**src/rtl/hdmi_tmds_pkg.sv**
```systemverilog
// rtl/hdmi_tmds_pkg.sv - shared TMDS symbol constants, control-token mapping and decode helpers
//
// Shared by the TMDS transmit encoder and the receive decoder.
// Contents:
//   SYM_W, OFFSET_W     symbol width (10) and bit-slip offset width (4)
//   CTL_TOKEN_xx        the four control tokens, named by their c1c0 code
//   align_state_t       word-aligner FSM states
//   ctl_code_t          {c1, c0} pair carried by a control token
//   is_ctl_token()      1 when a symbol equals any of the four tokens
//   ctl_code()          {c1, c0} for a token (00 for anything else)
//   tmds_decode_data()  8-bit pixel byte recovered from a data symbol
package hdmi_tmds_pkg;

  localparam int SYM_W    = 10;
  localparam int OFFSET_W = 4;

  localparam logic [SYM_W-1:0] CTL_TOKEN_00 = 10'b1101010100;
  localparam logic [SYM_W-1:0] CTL_TOKEN_01 = 10'b0010101011;
  localparam logic [SYM_W-1:0] CTL_TOKEN_10 = 10'b0101010100;
  localparam logic [SYM_W-1:0] CTL_TOKEN_11 = 10'b1010101011;

  typedef enum logic {
    ST_SEARCH = 1'b0,
    ST_LOCKED = 1'b1
  } align_state_t;

  typedef logic [1:0] ctl_code_t;

  function automatic logic is_ctl_token(input logic [SYM_W-1:0] sym);
    return (sym == CTL_TOKEN_00) || (sym == CTL_TOKEN_01) ||
           (sym == CTL_TOKEN_10) || (sym == CTL_TOKEN_11);
  endfunction

  function automatic ctl_code_t ctl_code(input logic [SYM_W-1:0] sym);
    ctl_code_t code;
    code = 2'b00;
    case (sym)
      CTL_TOKEN_01: code = 2'b01;
      CTL_TOKEN_10: code = 2'b10;
      CTL_TOKEN_11: code = 2'b11;
      default:      code = 2'b00;
    endcase
    return code;
  endfunction

  // Bit 9 flags an inverted payload, bit 8 says whether the transmitter
  // chained the bits with XOR (1) or XNOR (0).
  function automatic logic [7:0] tmds_decode_data(input logic [SYM_W-1:0] sym);
    logic [7:0] t;
    logic [7:0] d;
    t    = sym[9] ? ~sym[7:0] : sym[7:0];
    d    = 8'h00;
    d[0] = t[0];
    for (int i = 1; i < 8; i++) begin
      d[i] = sym[8] ? (t[i] ^ t[i-1]) : ~(t[i] ^ t[i-1]);
    end
    return d;
  endfunction

endpackage

```
**src/rtl/tmds_rx_decoder_if.sv**
```systemverilog
// rtl/tmds_rx_decoder_if.sv - lane-side bundle between deserializer, TMDS decoder and timing recovery
//
// Signals:
//   raw_word  10  unaligned deserializer word, bit 0 earliest on the wire
//   data       8  decoded pixel byte
//   c0, c1     1  decoded control bits
//   de         1  1 = data period symbol, 0 = control token
//   locked     1  symbol alignment lock
//   offset     4  current bit-slip offset, 0..9
// Modports:
//   master  drives raw_word, observes the decoded outputs
//   slave   the decoder: consumes raw_word, drives the decoded outputs
interface tmds_rx_decoder_if;
  import hdmi_tmds_pkg::*;

  logic [SYM_W-1:0]    raw_word;
  logic [7:0]          data;
  logic                c0;
  logic                c1;
  logic                de;
  logic                locked;
  logic [OFFSET_W-1:0] offset;

  modport master (
    output raw_word,
    input  data, c0, c1, de, locked, offset
  );

  modport slave (
    input  raw_word,
    output data, c0, c1, de, locked, offset
  );

endinterface

```
**src/rtl/tmds_word_aligner.sv**
```systemverilog
// rtl/tmds_word_aligner.sv - symbol boundary search for one TMDS lane
//
// Keeps the previous raw word, slides a 10-bit window across the 20-bit
// concatenation {raw_word, prev_word} and hunts for a run of control tokens
// at a single offset.
// Ports:
//   clk       in   pixel clock, one raw word per cycle
//   rst_n     in   synchronous active-low reset
//   raw_word  in   unaligned deserializer word
//   sym       out  aligned symbol, one pipeline stage after the window
//   is_ctl    out  sym is a control token (same stage as sym)
//   locked    out  FSM is in LOCKED
//   offset    out  current bit-slip offset, 0..9
// locked/offset change on the edge that ends the cycle in which the deciding
// symbol sat in the window, i.e. one edge before that symbol appears on sym.
module tmds_word_aligner
  import hdmi_tmds_pkg::*;
#(
  parameter int CTL_RUN        = 8,
  parameter int SEARCH_TIMEOUT = 1024,
  parameter int LOSS_TIMEOUT   = 2048
) (
  input  logic                clk,
  input  logic                rst_n,
  input  logic [SYM_W-1:0]    raw_word,
  output logic [SYM_W-1:0]    sym,
  output logic                is_ctl,
  output logic                locked,
  output logic [OFFSET_W-1:0] offset
);

  localparam int RUN_W  = $clog2(CTL_RUN) + 1;
  localparam int TMO_W  = $clog2(SEARCH_TIMEOUT) + 1;
  localparam int LOSS_W = $clog2(LOSS_TIMEOUT) + 1;

  localparam logic [RUN_W-1:0]    RUN_LAST    = RUN_W'(CTL_RUN - 1);
  localparam logic [TMO_W-1:0]    TMO_LAST    = TMO_W'(SEARCH_TIMEOUT - 1);
  localparam logic [LOSS_W-1:0]   LOSS_LAST   = LOSS_W'(LOSS_TIMEOUT - 1);
  localparam logic [OFFSET_W-1:0] OFFSET_LAST = OFFSET_W'(SYM_W - 1);

  align_state_t        state;
  logic [SYM_W-1:0]    prev_word;
  logic [RUN_W-1:0]    run_cnt;
  logic [TMO_W-1:0]    tmo_cnt;
  logic [LOSS_W-1:0]   loss_cnt;

  logic [2*SYM_W-1:0]  cat;
  logic [SYM_W-1:0]    sym_win;
  logic                win_is_ctl;

  // Offset 0 is exactly the previous word; larger offsets pull the low bits
  // of the current word in at the top of the symbol.
  assign cat        = {raw_word, prev_word};
  assign sym_win    = SYM_W'(cat >> offset);
  assign win_is_ctl = is_ctl_token(sym_win);

  assign locked = (state == ST_LOCKED);

  always_ff @(posedge clk) begin
    if (!rst_n) begin
      prev_word <= '0;
      sym       <= '0;
      is_ctl    <= 1'b0;
      state     <= ST_SEARCH;
      offset    <= '0;
      run_cnt   <= '0;
      tmo_cnt   <= '0;
      loss_cnt  <= '0;
    end else begin
      prev_word <= raw_word;
      sym       <= sym_win;
      is_ctl    <= win_is_ctl;

      case (state)
        ST_SEARCH: begin
          loss_cnt <= '0;
          // Lock is tested first so a run completing on the timeout cycle
          // keeps the offset that produced it.
          if (win_is_ctl && (run_cnt == RUN_LAST)) begin
            state   <= ST_LOCKED;
            run_cnt <= '0;
            tmo_cnt <= '0;
          end else if (tmo_cnt == TMO_LAST) begin
            offset  <= (offset == OFFSET_LAST) ? '0 : offset + OFFSET_W'(1);
            run_cnt <= '0;
            tmo_cnt <= '0;
          end else begin
            tmo_cnt <= (tmo_cnt == '1) ? tmo_cnt : tmo_cnt + TMO_W'(1);
            if (win_is_ctl) begin
              run_cnt <= (run_cnt == '1) ? run_cnt : run_cnt + RUN_W'(1);
            end else begin
              run_cnt <= '0;
            end
          end
        end

        ST_LOCKED: begin
          run_cnt <= '0;
          tmo_cnt <= '0;
          if (win_is_ctl) begin
            loss_cnt <= '0;
          end else if (loss_cnt == LOSS_LAST) begin
            state    <= ST_SEARCH;
            loss_cnt <= '0;
          end else begin
            loss_cnt <= (loss_cnt == '1) ? loss_cnt : loss_cnt + LOSS_W'(1);
          end
        end

        default: begin
          state    <= ST_SEARCH;
          run_cnt  <= '0;
          tmo_cnt  <= '0;
          loss_cnt <= '0;
        end
      endcase
    end
  end

endmodule

```
**src/rtl/tmds_rx_decoder.sv**
```systemverilog
// rtl/tmds_rx_decoder.sv - TMDS receive decoder for one HDMI/DVI data lane
//
// Aligns the unaligned 10-bit deserializer stream and turns each symbol back
// into a pixel byte or a c0/c1 control pair. Two clocks from raw_word sample
// to output; one result per clock, no back-pressure.
// Ports:
//   clk    in  pixel clock
//   rst_n  in  synchronous active-low reset
//   bus    tmds_rx_decoder_if.slave
//            raw_word in; data, c0, c1, de, locked, offset out
module tmds_rx_decoder
  import hdmi_tmds_pkg::*;
#(
  parameter int CTL_RUN        = 8,
  parameter int SEARCH_TIMEOUT = 1024,
  parameter int LOSS_TIMEOUT   = 2048
) (
  input  logic               clk,
  input  logic               rst_n,
  tmds_rx_decoder_if.slave   bus
);

  logic [SYM_W-1:0]    sym;
  logic                is_ctl;
  logic                al_locked;
  logic [OFFSET_W-1:0] al_offset;

  ctl_code_t           code;
  logic [7:0]          data_dec;

  logic [7:0]          data_q;
  logic                c0_q;
  logic                c1_q;
  logic                de_q;
  logic                locked_q;
  logic [OFFSET_W-1:0] offset_q;

  tmds_word_aligner #(
    .CTL_RUN        (CTL_RUN),
    .SEARCH_TIMEOUT (SEARCH_TIMEOUT),
    .LOSS_TIMEOUT   (LOSS_TIMEOUT)
  ) u_aligner (
    .clk      (clk),
    .rst_n    (rst_n),
    .raw_word (bus.raw_word),
    .sym      (sym),
    .is_ctl   (is_ctl),
    .locked   (al_locked),
    .offset   (al_offset)
  );

  assign code     = ctl_code(sym);
  assign data_dec = tmds_decode_data(sym);

  // The aligner's lock/offset decision for a symbol lands one edge before the
  // symbol reaches sym, so sampling them here lines them up with that symbol.
  always_ff @(posedge clk) begin
    if (!rst_n) begin
      data_q   <= 8'h00;
      c0_q     <= 1'b0;
      c1_q     <= 1'b0;
      de_q     <= 1'b0;
      locked_q <= 1'b0;
      offset_q <= '0;
    end else begin
      locked_q <= al_locked;
      offset_q <= al_offset;
      if (al_locked) begin
        de_q   <= ~is_ctl;
        data_q <= is_ctl ? 8'h00 : data_dec;
        // c1/c0 keep the last token's value through the data period.
        if (is_ctl) begin
          c1_q <= code[1];
          c0_q <= code[0];
        end
      end else begin
        de_q   <= 1'b0;
        data_q <= 8'h00;
        c0_q   <= 1'b0;
        c1_q   <= 1'b0;
      end
    end
  end

  assign bus.data   = data_q;
  assign bus.c0     = c0_q;
  assign bus.c1     = c1_q;
  assign bus.de     = de_q;
  assign bus.locked = locked_q;
  assign bus.offset = offset_q;

endmodule

```
**src/flat_wrapper.sv**
```systemverilog
// flat-port wrapper written by rule: the top's interface ports become plain ports
module tmds_rx_decoder_flat import hdmi_tmds_pkg::*;
#(
  parameter int CTL_RUN        = 8,
  parameter int SEARCH_TIMEOUT = 1024,
  parameter int LOSS_TIMEOUT   = 2048
)
  (clk, rst_n, bus_raw_word, bus_data, bus_c0, bus_c1, bus_de, bus_locked, bus_offset);
  tmds_rx_decoder_if bus_i ();
  input  logic clk;
  input  logic rst_n;
  input wire logic [$bits(bus_i.raw_word)-1:0] bus_raw_word;
  output wire logic [$bits(bus_i.data)-1:0] bus_data;
  output wire logic [$bits(bus_i.c0)-1:0] bus_c0;
  output wire logic [$bits(bus_i.c1)-1:0] bus_c1;
  output wire logic [$bits(bus_i.de)-1:0] bus_de;
  output wire logic [$bits(bus_i.locked)-1:0] bus_locked;
  output wire logic [$bits(bus_i.offset)-1:0] bus_offset;
  assign bus_i.raw_word = bus_raw_word;
  assign bus_data = bus_i.data;
  assign bus_c0 = bus_i.c0;
  assign bus_c1 = bus_i.c1;
  assign bus_de = bus_i.de;
  assign bus_locked = bus_i.locked;
  assign bus_offset = bus_i.offset;
  tmds_rx_decoder #(.CTL_RUN(CTL_RUN), .SEARCH_TIMEOUT(SEARCH_TIMEOUT), .LOSS_TIMEOUT(LOSS_TIMEOUT)) u_core (.clk(clk), .rst_n(rst_n), .bus(bus_i));
endmodule
```
**config.mk**
```make
export PLATFORM = sky130hd
export DESIGN_NAME = tmds_rx_decoder_flat
export DESIGN_NICKNAME = d
export VERILOG_FILES = /design/src/rtl/hdmi_tmds_pkg.sv /design/src/rtl/tmds_rx_decoder_if.sv /design/src/rtl/tmds_word_aligner.sv /design/src/rtl/tmds_rx_decoder.sv /design/src/flat_wrapper.sv
export SDC_FILE = /design/constraint.sdc
export NUM_CORES = 1
export LEC_CHECK = 0
export CAP_MARGIN = 20
export CORE_UTILIZATION = 52
export CTS_CLUSTER_DIAMETER = 60
export DETAILED_ROUTE_END_ITERATION = 10
export GPL_TIMING_DRIVEN = 0
export HOLD_SLACK_MARGIN = 0.06
export PLACE_DENSITY = 0.76
export REMOVE_ABC_BUFFERS = 1
export SYNTH_ARGS = -nofsm -noshare
export SYNTH_HDL_FRONTEND = slang
export SYNTH_SLANG_ARGS = --single-unit
```
**constraint.sdc**
```tcl
create_clock -name clk -period 3.6 [get_ports clk]
set_input_delay 0.54 -clock clk [delete_from_list [all_inputs] [get_ports clk]]
set_output_delay 0.54 -clock clk [all_outputs]
set_load 0.01 [all_outputs]
```
; ---- Word-level counts from Yosys, hierarchy flattened
; Cells that the tools add are included.
; W data, S select, Z words.
[word_totals]
out_inout_bits = 16
regBits = 69
in_bits = 12
wordCells = 89
[op_classes]
n_reduce_logical = 7
n_eq_ne = 17
muxes = 27
add_sub_neg = 4
bitwise = 19
n_shift = 1
[op_table]
columns = cell, n
row1 = $mux W12, 3
row2 = $mux W11, 3
row3 = $eq A10 B10 Y1 const B, 3
row4 = $pmux W12 S2, 1
row5 = $pmux W11 S2, 1
row6 = $eq A10 B8 Y1 const B, 2
row7 = $eq A10 B9 Y1 const B, 2
row8 = $mux W4, 5
row9 = $shr A20 B4 Y10, 1
row10 = $add A12 B1 Y12 const B, 1
row11 = $eq A12 B11 Y1 const B, 1
row12 = $eq A12 B12 Y1 const B, 1
row13 = $add A11 B1 Y11 const B, 1
row14 = $eq A11 B10 Y1 const B, 1
row15 = $eq A11 B11 Y1 const B, 1
row16 = $not A1 Y1, 11
row17 = $mux W1, 10
row18 = $add A4 B1 Y4 const B, 2
row19 = $eq A4 B4 Y1 const B, 2
row20 = $mux W8, 1
row21 = $ne A4 B4 Y1 const B, 2
row22 = $not A8 Y8, 1
row23 = $pmux W4 S2, 1
row24 = $xor A1 B1 Y1, 7
row25 = 9 further kinds, 11

; ---- Longest topological paths before layout
[logic_depth]
word_depth = 9
ltp_mapped = 12
mapped_depth_nobuf = 8

; ---- By module
; From an unflattened synthesis, not the netlist that was laid out.
[unflattened]
hier_cells = 361
area_unflattened_um2 = 3654.8
[by_module_without_submodules]
columns = mod, area_each_um2, cells_each, n_inst
row1 = tmds_word_aligner, 2985.4, 301, 1
row2 = tmds_rx_decoder, 669.4, 60, 1

; ---- Least setup slack after synthesis
; Ideal clock, no wire load.
[synth_timing]
path_kind = input -> register
start = in bus_raw_word[4]
end = reg u_core.u_aligner.run_cnt[0]
arrival_ns = 2.779
setup_slack_ns = 0.755
cell_stages = 7
path_buffers = 0
cell_sequence = mux4_2 > mux4_2 > or4_1 > nor4_2 > mux2i_1 > or3_4 > a21oi_2
[synth_between]
elab_chain_len = 9
elab_cells_between_ends = 14
[synth_rtl]
columns = element, line
row1 = from (decl), flat_wrapper.sv:12  ; input wire logic [$bits(bus_i.raw_word)-1:0] bus_raw_word;
row2 = $shr A20 B4 Y10 (*), tmds_word_aligner.sv:54  ; assign sym_win = SYM_W'(cat >> offset);
row3 = $eq A10 B10 Y1 / $eq A10 B8 Y1 (equally long branches), hdmi_tmds_pkg.sv:30  ; return (sym == CTL_TOKEN_00) || (sym == CTL_TOKEN_01) ||
row4 = $logic_or A1 B1 Y1 (2 in a row), hdmi_tmds_pkg.sv:30
row5 = $logic_or A1 B1 Y1 (*), hdmi_tmds_pkg.sv:31  ; (sym == CTL_TOKEN_10) || (sym == CTL_TOKEN_11);
row6 = $mux W4, tmds_word_aligner.sv:89  ; if (win_is_ctl) begin
row7 = $mux W4, tmds_word_aligner.sv:83  ; end else if (tmo_cnt == TMO_LAST) begin
row8 = $mux W4, tmds_word_aligner.sv:79  ; if (win_is_ctl && (run_cnt == RUN_LAST)) begin
row9 = $pmux W4 S2, tmds_word_aligner.sv:74  ; case (state)
row10 = to (signal assigned), tmds_word_aligner.sv:90  ; run_cnt <= (run_cnt == '1) ? run_cnt : run_cnt + RUN_W'(1);
row11 = to (decl), tmds_word_aligner.sv:43  ; logic [RUN_W-1:0] run_cnt;
; Mark *: on every way between the ends. The rest lies on a longest branch, timed or not.
; A chain may end at the register's enable or synchronous reset.

; ---- Final worst setup path
[layout_timing]
start = in bus_raw_word[2]
end = reg u_core.u_aligner.run_cnt[1]
; Same word-level chain as after synthesis.

==> metrics.md <==
| Metric | Value |
|---|---|
| Fraction of registers with async set/reset | 0% |
| Clock Path Buffers | 2 |
| Slowest cell on crit path | clkdlybuf4s50_1 |
| CP required | 3.88 ns |
| Max cap viols | 0 |
| CP Capture Type | flip-flop |
| Crit path buffers/inverters | 2 |
| Cell mode on critical path | mux4_2 |
| CP peak stage delay | 0.53 ns |
| Setup Viol. Count Final | 0 |
| Placer's final routability congestion estimate | 0.932 |
| Reg2reg setup slack | 0.19 ns |
| Die area | 0.00728 mm² |
| Root buf cell | clkbuf_8 |
| WP data arrival | 3.72 ns |
| Relative slew margins | 58.6% |
| Layout Nets | 419 |
| Post-synth EDFFs | 0 |
| Post-synth top area cell | dfxtp_1 |
| Initial DRT Pass Iterations | 4 |
| Fill cells | 557 |
| IO Count | 28 |
| Multi-input gate area | 0.00207 mm² |
| DRT antenna net count | 0 |
| Post-DP HPWL | 5.26 mm |
| Buffer count from post-CTS setup fixing | 0 |
| Maximum VDD drop | 0.244 mV |
| CTS tree | yes |
| Via count | 2915 |
| #FFs+latches synth | 69 |
| Worst reg2reg endpoint | u_core.u_aligner.run_cnt[1] |
| Hold WS | 0.503 ns |
| Vias in the first global route | 2603 |
| Area grow syn2layout | 14.6% |
| Cts bufs inserted | 9 |
| Share of layout cells above drive strength 1 | 12.6% |
| Reg area | 0.00139 mm² |
| Fraction of the yosys area taken by sequential cells | 38.3% |
| CP Launch Type | input pin |
| Via/cell ratio | 6.06 |
| Post-synth top area share | 38.3% |
| Net switching power | 329 µW |
| Dpl cell area | 0.00393 mm² |
| Worst Skew | 0.00379 ns |
| Clock-pin transition on the worst setup and hold timing paths | 0.07 ns |
| Power density over the cells | 363 mW/mm² |
| Fmax | 291 MHz |
| Die height | 85.3 µm |
| WS Path Type | input pin to flip-flop |
| Worst Path Max Fanout | 12 |
| WL final | 7.48 mm |
| First-pass GRT wire length | 12.4 mm |
| Hold WC Path Type | flip-flop to flip-flop |
| # diodes | 0 |
| Crit-path cells | clkdlybuf4s50_1 > mux4_2 > mux4_2 > or4_1 > nor4_2 > mux2i_2 > buf_4 > or3_4 > a21oi_2 |
| RSZ-0062 raised after global routing | no |
| Ys Warns | 0 |
| Hold Violations, Final | 0 |
| Top delay family on crit path | multiplexers |
| I/O Buffers | 27 |
| Worst Tran Pin Value | 0.619 ns |
| Post-Layout Inst Area | 0.00414 mm² |
| Initial antenna violation count | 0 |
| Pint | 1170 µW |
| H-Tree Depth | 3 |
| Syn Std Cell Area | 0.00361 mm² |
| Min Tclk post-route | 3.44 ns |
| Wire length per cell | 15.5 µm |
| Largest net degree at the start of global routing | 21 |
| Unique masters post-synth | 53 |
| Top cells by area, synth | dfxtp_1 38%, mux4_2 12%, xnor2_1 4.4% |
| Die X | 85.3 µm |
| Slew Limit Fails | 0 |
| CTS sink count | 69 |
| CORE AREA | 0.00653 mm² |
| Hold path depth | 2 |
| Hold endpoint | u_core.u_aligner.loss_cnt[1] |
| Syn Inst Count | 384 |
| Clock latency on the worst-skew pair | 0.34 ns |
| Syn_area_per_cell | 9.40 µm² |
| FF-to-FF path depth | 9 |
| Static Leak | 0.00147 µW |
| Starting Density | 55.3% |
| Register share of total power | 52.7% |
| Switching share of total power | 21.9% |
| Logic gate share of total power | 6.5% |
| DRC viols | 0 |
| Final worst path period share | 95.4% |
| Overall Global Routing Usage | 21.8% |
| Iteration-0 DRC Markers | 107 |
| Outcome | completed |
| Grt ovf | 0 |
| Clock network power share | 40.9% |
| Critical hold path startpoint | u_core.u_aligner.loss_cnt[1] |
| Synth Flop Type | dfxtp_1 |
| Reg2reg start | u_core.u_aligner.offset[0] |
| Num rows | 29 |
==> synth_stat cells, drive strengths merged (10+ instances only) <==
cell,number
mux2i,13
inv,17
mux4,19
nor2b,10
a21oi,24
buf,10
and2,13
clkbuf,13
nor2,32
nand2,27
and3,10
nand4,14
xnor2,18
dfxtp,69
nand3,17
==> through the flow <==
| step | TNS, ns | util (%) | total power (µW) | worst slack, ns | instances |
|---|---|---|---|---|---|
| finish | 0 | 63.4 | 1500 | 0.164 | 481 |
| global route | 0 | 63.4 | 1560 | 0.0142 | 481 |
| CTS | 0 | 63.1 | 1520 | 0.0180 | 481 |
| detailed placement | -1.55 | 60.2 | 903 | -0.228 | 468 |
| global placement | -9.19 | 59.3 | 901 | -0.529 | 465 |
| floorplan | -0.0517 | - | 866 | -0.0146 | 361 |
==> power by group through the flow <==
stage | registers, µW | logic, µW | clock network [µW]
final | 791 | 97.5 | 614
after floorplan | 803 | 63.0 | 0
after CTS | 790 | 96.6 | 635
after global placement | 807 | 94.2 | 0
after global routing | 792 | 107 | 660
after detailed placement | 808 | 95.3 | 0
==> logic make-up after synthesis <==
| group | after synthesis | share of synthesized area, % |
|---|---|---|
| multiplexers | 32 | 15.5 |
| XOR/XNOR | 25 | 6.07 |
| flip-flops | 69 | 38.3 |
| AND/OR/NAND/NOR | 156 | 23.3 |
| AO/OA/AOI/OAI | 57 | 10.5 |
| adder cells (fa/ha/maj) | 5 | 1.73 |
| buffers and inverters | 40 | 4.71 |
==> flip-flops by register name, indices dropped and copies added, names as in the netlist <==
name	cells
u_core.u_aligner.loss_cnt	12
u_core.u_aligner.tmo_cnt	11
u_core.u_aligner.prev_word	10
u_core.u_aligner.sym	10
u_core.bus.data	8
u_core.bus.offset	4
u_core.u_aligner.offset	4
u_core.u_aligner.run_cnt	4
u_core.bus.c0	1
u_core.bus.c1	1
u_core.bus.de	1
u_core.bus.locked	1
u_core.u_aligner.is_ctl	1
u_core.u_aligner.locked	1
==> cell usage in the layout (no fill, tap or decap), types with 5 or more instances in the layout <==
cell	netlist	routed
dfxtp_1	69	66
nor2_1	32	32
nand2_1	27	27
clkdlybuf4s50_1	0	25
a21oi_1	22	22
mux4_2	19	19
xnor2_1	18	18
nand3_1	17	17
nand4_1	14	14
and2_1	13	13
inv_1	12	12
mux2i_1	13	12
clkbuf_8	0	11
nor2b_1	10	10
and3_1	10	10
a22oi_1	7	7
xor2_1	7	7
nor3_1	6	6
inv_2	5	5
ha_1	5	5
==> worst min-delay path: stages (launching register included) <==
cell and delay [ns]:
dfxtp_1 0.32, nand3_1 0.08, a21oi_1 0.06
==> metal layers <==
layer  vias up  global-route usage (%)  routed length (µm)  share of wire [%]
met2        84                    33.9                3530                 47
met3        17                    4.28                 364                4.9
met4         0                    11.8                 201                2.7
met1      1385                    28.6                3380                 45
li1       1429                       -                   -                  -
met5         -                       0                   0                  0
==> area by class of cell <==
cell class,count,share of cell area (%)
Timing Repair Buffer,30,8.16
Clock inverter,2,0.847
Inverter,17,1.54
Multi-Input combinational cell,275,50.0
Clock buffer,11,3.66
Tap cell,77,2.33
Sequential cell,69,33.5
==> timing repair <==
item	4_1_cts	5_1_grt
gates resized for setup	1	6
endpoints found under the setup margin	4	13
hold buffers	0	0
==> how the worst max path moves through the flow <==
stage | cells after the start | from | endpoint
2_1_floorplan | 7 | u_core.u_aligner.offset[0] | u_core.u_aligner.run_cnt[0]
3_3_place_gp | 7 | u_core.u_aligner.offset[0] | u_core.u_aligner.run_cnt[0]
3_5_place_dp | 9 | bus_raw_word[8] | u_core.u_aligner.run_cnt[3]
4_1_cts | 9 | u_core.u_aligner.offset[0] | u_core.u_aligner.run_cnt[2]
5_1_grt | 9 | bus_raw_word[2] | u_core.u_aligner.run_cnt[2]
6_report | 9 | bus_raw_word[2] | u_core.u_aligner.run_cnt[1]
(Power assumes the default switching activity.)
